<file path="config.mk">
export PLATFORM = sky130hd
export DESIGN_NAME = hex_line_parser
export DESIGN_NICKNAME = d
export VERILOG_FILES = /design/src/rtl/hex_parse_pkg.sv /design/src/rtl/hex_char_decode.sv /design/src/rtl/hex_line_parser.sv
export SDC_FILE = /design/constraint.sdc
export NUM_CORES = 1
export LEC_CHECK = 0
export BUFFER_PORTS_ARGS = -buffer_cell sky130_fd_sc_hd__buf_2
export CAP_MARGIN = 20
export CORE_UTILIZATION = 45
export CTS_CLUSTER_DIAMETER = 120
export CTS_CLUSTER_SIZE = 8
export DETAILED_ROUTE_END_ITERATION = 8
export PLACE_DENSITY = 0.67
export SYNTH_ARGS = -nofsm -noshare
export SYNTH_HDL_FRONTEND = slang
export SYNTH_SLANG_ARGS = --single-unit
</file>
<file path="constraint.sdc">
create_clock -name clk -period 1.8 [get_ports clk]
set_input_delay 0.09 -clock clk [delete_from_list [all_inputs] [get_ports clk]]
set_output_delay 0.09 -clock clk [all_outputs]
set_load 0.01 [all_outputs]
</file>
<file path="src/rtl/hex_parse_pkg.sv">
// rtl/hex_parse_pkg.sv - Shared state encoding and ASCII constants for the hex line parser.
package hex_parse_pkg;

  typedef enum logic [1:0] {
    S_LABEL,
    S_VALUE,
    S_HOLD,
    S_SKIP
  } state_t;

  localparam logic [7:0] CH_EQ = 8'h3d;
  localparam logic [7:0] CH_LF = 8'h0a;
  localparam logic [7:0] CH_CR = 8'h0d;
  localparam logic [7:0] CH_US = 8'h5f;

endpackage

</file>
<file path="src/rtl/hex_char_decode.sv">
// rtl/hex_char_decode.sv - Combinational ASCII hex digit decoder; HEX_PARSE_UPPERCASE_EN adds A-F.
module hex_char_decode (
  input  logic [7:0] ch,
  output logic       is_hex,
  output logic [3:0] nibble
);

  always_comb begin
    is_hex = 1'b0;
    nibble = 4'h0;
    if (ch >= 8'h30 && ch <= 8'h39) begin
      is_hex = 1'b1;
      nibble = ch[3:0];
    end else if (ch >= 8'h61 && ch <= 8'h66) begin
      is_hex = 1'b1;
      nibble = ch[3:0] + 4'd9;
    end
`ifdef HEX_PARSE_UPPERCASE_EN
    else if (ch >= 8'h41 && ch <= 8'h46) begin
      is_hex = 1'b1;
      nibble = ch[3:0] + 4'd9;
    end
`else
`endif
  end

endmodule

</file>
<file path="src/rtl/hex_line_parser.sv">
// rtl/hex_line_parser.sv - Parses "label=hex\n" lines into records; HEX_PARSE_UPPERCASE_EN selects A-F digits.
module hex_line_parser
  import hex_parse_pkg::*;
#(
  parameter int WIDTH   = 16,
  parameter int LBL_MAX = 4
) (
  input  logic                 clk,
  input  logic                 rst,
  input  logic                 in_valid,
  input  logic [7:0]           in_data,
  output logic                 in_ready,
  output logic                 out_valid,
  input  logic                 out_ready,
  output logic [8*LBL_MAX-1:0] out_label,
  output logic [WIDTH-1:0]     out_value,
  output logic                 out_err
);

  localparam int LW     = 8 * LBL_MAX;
  localparam int DIGITS = WIDTH / 4;
  localparam int LCW    = $clog2(LBL_MAX + 1);
  localparam int DCW    = $clog2(DIGITS + 1);

  state_t           state_q;
  logic [LW-1:0]    label_q;
  logic [WIDTH-1:0] value_q;
  logic [LCW-1:0]   lcnt_q;
  logic [DCW-1:0]   dcnt_q;
  logic             out_valid_q;
  logic             out_err_q;

  logic       is_hex;
  logic [3:0] nibble;
  logic       take;
  logic       err_hit;

  hex_char_decode u_dec (
    .ch     (in_data),
    .is_hex (is_hex),
    .nibble (nibble)
  );

  // "\r" and "_" are transferred but never reach the state machine.
  assign take = in_valid && (state_q != S_HOLD) && !(in_data == CH_CR || in_data == CH_US);

  always_comb begin
    err_hit = 1'b0;
    if (take) begin
      case (state_q)
        S_LABEL: begin
          if (in_data == CH_LF)      err_hit = (lcnt_q != '0);
          else if (in_data == CH_EQ) err_hit = (lcnt_q == '0);
          else                       err_hit = (lcnt_q == LCW'(LBL_MAX));
        end
        S_VALUE: begin
          if (in_data == CH_LF) err_hit = (dcnt_q == '0);
          else if (!is_hex)     err_hit = 1'b1;
          else                  err_hit = (dcnt_q == DCW'(DIGITS));
        end
        default: err_hit = 1'b0;
      endcase
    end
  end

  always_ff @(posedge clk) begin
    if (rst) begin
      state_q     <= S_LABEL;
      label_q     <= '0;
      value_q     <= '0;
      lcnt_q      <= '0;
      dcnt_q      <= '0;
      out_valid_q <= 1'b0;
      out_err_q   <= 1'b0;
    end else begin
      out_err_q <= 1'b0;
      if (err_hit) begin
        out_err_q <= 1'b1;
        label_q   <= '0;
        value_q   <= '0;
        lcnt_q    <= '0;
        dcnt_q    <= '0;
        state_q   <= (in_data == CH_LF) ? S_LABEL : S_SKIP;
      end else if (state_q == S_HOLD) begin
        if (out_ready) begin
          out_valid_q <= 1'b0;
          label_q     <= '0;
          value_q     <= '0;
          lcnt_q      <= '0;
          dcnt_q      <= '0;
          state_q     <= S_LABEL;
        end
      end else if (take) begin
        case (state_q)
          S_LABEL: begin
            if (in_data == CH_EQ) begin
              state_q <= S_VALUE;
            end else if (in_data != CH_LF) begin
              label_q <= (label_q << 8) | LW'(in_data);
              lcnt_q  <= lcnt_q + LCW'(1);
            end
          end
          S_VALUE: begin
            if (in_data == CH_LF) begin
              state_q     <= S_HOLD;
              out_valid_q <= 1'b1;
            end else begin
              value_q <= (value_q << 4) | WIDTH'(nibble);
              dcnt_q  <= dcnt_q + DCW'(1);
            end
          end
          S_SKIP: begin
            if (in_data == CH_LF) state_q <= S_LABEL;
          end
          default: state_q <= S_LABEL;
        endcase
      end
    end
  end

  // Outputs are forced to their idle values for the whole time rst is high.
  assign in_ready  = rst || (state_q != S_HOLD);
  assign out_valid = out_valid_q && !rst;
  assign out_err   = out_err_q && !rst;
  assign out_label = rst ? '0 : label_q;
  assign out_value = rst ? '0 : value_q;

endmodule

</file>
### Word-level counts from Yosys, hierarchy flattened

Cells that the tools add are included.

* $add $sub $neg: 3
* multiply operators: 0
* divide/modulo/power cells: 0
* $lt $le $gt $ge: 4
* eq/ne operators: 18
* shift-type cells: 0
* mux-type cells: 48
* bitwise logic cells: 3
* reductions and logical operators: 25

Operator list (count)
* $mux W32: 7
* $mux W16: 6
* $or A32 B8 Y32: 1
* $mux W3: 10
* $eq A8 B4 Y1 const B: 2
* $mux W2: 8
* $or A16 B4 Y16: 1
* $reduce_and A5 Y1: 3
* $mux W1: 13
* $ne A4 B4 Y1 const B: 3
* $reduce_bool A2 Y1: 5
* $eq A8 B6 Y1 const B: 1
* $eq A8 B7 Y1 const B: 1
* $ge A8 B6 Y1 const B: 1
* $ge A8 B7 Y1 const B: 1
* $le A8 B6 Y1 const B: 1
* $le A8 B7 Y1 const B: 1
* $mux W4: 2
* $ne A8 B4 Y1 const B: 1
* $add A3 B1 Y3 const B: 2
* $eq A3 B3 Y1 const B: 2
* $logic_and A1 B1 Y1: 6
* $logic_not A3 Y1: 2
* $pmux W2 S3: 1
* 14 further kinds: 20

* bits in registers: 58
* latch bits: 0
* memory bits (writable): 0
* bits in read-only memories: 0
* output and inout port bits: 51
* memories kept: 0

### Longest topological paths before layout

* depth after elaboration: 10
* depth in mapped cells: 11

### Cells and area by module

A second synthesis with hierarchy kept.

* cells, all modules: 397
* area, all modules: 3326.9 um2

By module, submodules not included
* hex_line_parser: times used 1, cells each 371, area an instance 3110.5 um2
* hex_char_decode: times used 1, cells each 26, area an instance 216.5 um2

### Worst setup path before layout

No wires, ideal clock.

* path kind: register to register
* from: register state_q[0]
* to: register dcnt_q[0]
* library setup time: 65 ps
* arrival time: 1964 ps
* setup slack: -229 ps
* stages on the path, launching flop included: 10
* path buffers: 2
* cell sequence: dfxtp_1 -> inv_1 -> ha_1 -> nand2b_1 -> a21oi_1 -> and3_1 -> clkbuf_1 -> clkbuf_1 -> mux2i_1 -> nor2_1

* word-level cells in the longest chain between the ends: 5

Ends and longest elaborated chain
* from (decl): RTL line hex_line_parser.sv:25 `state_t state_q;`
* from (signal assigned): RTL line hex_line_parser.sv:83 `state_q <= (in_data == CH_LF) ? S_LABEL : S_SKIP;`
* $ne A2 B2 Y1: RTL line hex_line_parser.sv:45 `assign take = in_valid && (state_q != S_HOLD) && !(in_data == CH_CR || in_data == CH_US);`
* $logic_and A1 B1 Y1 (2 in series): RTL line hex_line_parser.sv:45
* $reduce_bool A2 Y1 (no line) or $mux W1 (tied branches)
* $reduce_and A4 Y1 (no line) or $reduce_or A2 Y1 (tied branches)
* to (signal assigned): RTL line hex_line_parser.sv:109 `dcnt_q <= dcnt_q + DCW'(1);`
* to (decl): RTL line hex_line_parser.sv:29 `logic [DCW-1:0] dcnt_q;`

Several ways; a longest one is shown, not always the timed one.
A chain may end at the register's enable or synchronous reset.

### Worst setup path after layout

* from: register state_q[1]
* to: register label_q[26]

* word-level cells in the longest chain between the ends: 5

Ends and longest elaborated chain
* $ne A2 B2 Y1: RTL line hex_line_parser.sv:45
* $logic_and A1 B1 Y1 (2 in series): RTL line hex_line_parser.sv:45
* $reduce_bool A2 Y1 (no line) or $mux W1 (tied branches)
* $reduce_and A5 Y1 (no line) or $reduce_or A2 Y1 (tied branches)
* to (signal assigned): RTL line hex_line_parser.sv:99 `label_q <= (label_q << 8) | LW'(in_data);`
* to (decl): RTL line hex_line_parser.sv:26 `logic [LW-1:0] label_q;`

Several ways; a longest one is shown, not always the timed one.

==> results.txt <==
Yosys warning total = 0
Fin. Hold Viols = 0
Synth Area in Adders = 0.0598
Hold Buf Count CTS = 0
number of synthesized flops with an enable pin = 0
most area-consuming cells after synthesis = dfxtp_1 37%, nor2b_1 10%, a21oi_2 7.8%
Hold Startpoint = in_data[7]
total gr overflow = 0
Worst-path clk slew = 0.07 ns
post-route ant nets = 0
worst slew pin tran = 0.454 ns
Vias/cell = 5.23
Die Y = 85.5 um
worst r2r src = state_q[1]$_SDFFE_PP0P_
DRT Pass-1 Iters = 4
Simple-Gate Fraction of Synth Area = 0.287
first-pass GRT wire length = 12000 um
clk root buf = clkbuf_8
Critical Path End Type = register
Power Dens Cells = 1130 nW/um^2
initial core utilization = 0.464
post-synthesis compound-gate area fraction = 0.195
reg-to-reg slack, setup = 0.06 ns
# nets final = 483
Endpoint, Worst Hold = label_q[7]$_SDFFE_PP0P_
synthesized flop and latch total = 58
max-cap violation count = 0
Post-Syn Instances = 371
GRT Overall Usage = 0.204
DRT iter0 DRCs = 143
Hold WS = 0.0711 ns
largest family of logic cells by synthesized area = simple AND/OR/NAND/NOR gates
share of layout cells above drive strength 1 = 0.356
post-DP HPWL = 5190 um
post-layout min period = 1.74 ns
htree depth = 3
pin count of the biggest net entering global routing = 36
Worst Path Required = 2.07 ns
num rows = 30
syn_nets = 398
asr flop ratio synth = 0
Worst Reg-to-Reg Cells = 8
Syn-to-layout area delta = 27.6%
chip width = 85.5 um
GP Congestion = 0.948
initial antenna violation count = 0
vias post-DR = 2827
Startpoint Class = register
RSZ-0062 raised after global routing = yes
DR DRC count = 0
CTS Buffer Depth = 2
Max-slew headroom = 0.698
TritonCTS Buffers = 9
Post-Syn Area = 3140 sq um
Max Freq = 574 MHz
type of the worst setup path = reg2reg
leading area contributor after synthesis = dfxtp_1
Detailed Route WL = 7430 um
share of the synthesized area in the top cell type = 0.370
RR Endpoint = label_q[26]$_SDFFE_PP0P_
final cycle utilization of the critical path = 0.968
Yosys cell types = 44
Pleak = 1.69 nW
power consumption = 4.54 mW
Sink Count = 58
average wire per standard cell = 13.7 um
multiplexer share of the synthesized area = 0.0128
Clock Latency Late Sink = 0.33 ns
status = finished, final reports clean
Hold Path Class = in2reg
clock skew = 0.00787 ns
IO Pins = 63
Top FF cell, synth = dfxtp_1
syn_area_per_cell = 8.46 sq um
worst vdd ir = 0.571 mV
Finish-stage setup viols = 0
sequential fraction of the synthesis area = 0.370
Arr. time, crit path = 2.01 ns
CTS tree = done
core area = 6760 sq um
hold path depth = 3
Filler cells = 625
post-synthesis xor/xnor area fraction = 0.0140
Max Slew Vio Count = 0
vias in the first global route = 2552
Die ar. = 7310 sq um
crit-path max FO = 15
IO Port Bufs = 62
Antenna diodes = 0
## synthesized netlist by cell type (all sizes together) (3+ instances only)
library cell / n
ha: 15
buf: 9
nor2: 23
a21o: 3
mux2i: 4
nor2b: 51
dfxtp: 58
a21oi: 42
a31oi: 3
a2bb2oi: 4
nand3: 36
and3: 3
xnor2: 4
o21ai: 8
inv: 12
nand2: 42
a22oi: 13
clkbuf: 18
## report_power, final
| part | leakage (nW) | total, mW | internal, mW | switching, mW |
|---|---|---|---|---|
| Sequential | 0.470 | 1.51 | 1.42 | 0.0932 |
| Combinational | 1.14 | 1.99 | 0.807 | 1.18 |
| Clock | 0.0851 | 1.04 | 0.529 | 0.511 |
| Total | 1.69 | 4.54 | 2.76 | 1.79 |
## per-stage QoR
| stage | setup TNS (ns) | instance area [sq um] | worst slack, ns | cells | utilization |
|---|---|---|---|---|---|
| floorplan | 0 | 3160 | 0.0167 | 371 | - |
| global placement | -6.13 | 3750 | -0.130 | 523 | 0.555 |
| detailed placement | -6.24 | 3750 | -0.157 | 523 | 0.555 |
| CTS | 0 | 3920 | 0.0121 | 539 | 0.580 |
| global route | -0.0702 | 4010 | -0.0249 | 541 | 0.593 |
| finish | 0 | 4010 | 0.0573 | 541 | 0.593 |
## repair_timing
action / CTS / global route
gates cloned: 0 / 1
resized for setup: 1 / 12
buffers inserted: 0 / 1
endpoints found under the setup margin: 1 / 57
## flip-flops by register name, indices dropped and copies added (netlist names)
name,count
label_q,32
value_q,16
dcnt_q,3
lcnt_q,3
state_q,2
out_err_q,1
out_valid_q,1
## cell usage in the layout (no fill, tap or decap), types with 2 or more instances in the layout
cell        netlist  layout
buf_2             3      62
dfxtp_1          58      56
nor2b_1          50      50
nand2_1          41      40
nand3_1          36      36
buf_4             1      33
a21oi_2          28      29
nor2_1           23      23
ha_1             15      14
a22oi_1          13      13
a21oi_1          14      12
inv_1            12      11
clkbuf_8          0      10
o21ai_0           8       6
xnor2_1           4       4
a2bb2oi_1         4       4
mux2i_1           4       4
buf_12            0       4
and3_1            3       3
a31oi_1           3       3
a21o_1            3       3
clkinv_2          0       3
clkinvlp_4        0       2
dfxtp_2           0       2
## metal layers
layer	up-vias	GRT usage	wire length, um
met5	-	0	0
met3	7	0.0462	262
li1	1437	-	-
met4	0	0.0500	69
met2	58	0.318	3450
met1	1325	0.288	3650
## cells by family (layout without fill, tap and decap cells)
family,count (synthesis),count (layout)
simple gates,168,168
flops,58,58
mux,4,4
fa+ha+maj,15,15
xor+xnor,5,5
compound gates,82,82
buf+inv,39,129
## how the worst max path moves through the flow
stage,startpoint,end,slack (ns),cells after the start
CTS,state_q[0]$_SDFFE_PP0P_,value_q[9]$_SDFFE_PP0P_,0.01,8
finish,state_q[1]$_SDFFE_PP0P_,label_q[26]$_SDFFE_PP0P_,0.06,8
floorplan,state_q[0]$_SDFFE_PP0P_,dcnt_q[2]$_SDFFE_PP0P_,0.02,7
global route,state_q[1]$_SDFFE_PP0P_,state_q[0]$_SDFFE_PP0P_,-0.02,8
detailed placement,in_data[1],label_q[21]$_SDFFE_PP0P_,-0.16,10
global placement,in_data[0],label_q[10]$_SDFFE_PP0P_,-0.13,10
## cell type report
cell class              instances  area (sq um)  share of cell area
clock buffers                  11           141              0.0353
clock inverters                 5          30.0             0.00750
inverters                      12          45.0              0.0112
multi-input cells             274          1850               0.462
flip-flops and latches         58          1160               0.291
well taps                      80           100              0.0250
repair buffers                101           674               0.168
## worst max-delay path: stages (launching register included)
cell and delay, ns:
dfxtp_2 0.37, inv_1 0.10, ha_1 0.21, inv_1 0.07
a31oi_1 0.05, and3_1 0.21, a211o_4 0.36, clkbuf_16 0.21
a21oi_2 0.11
(Power assumes the default switching activity.)
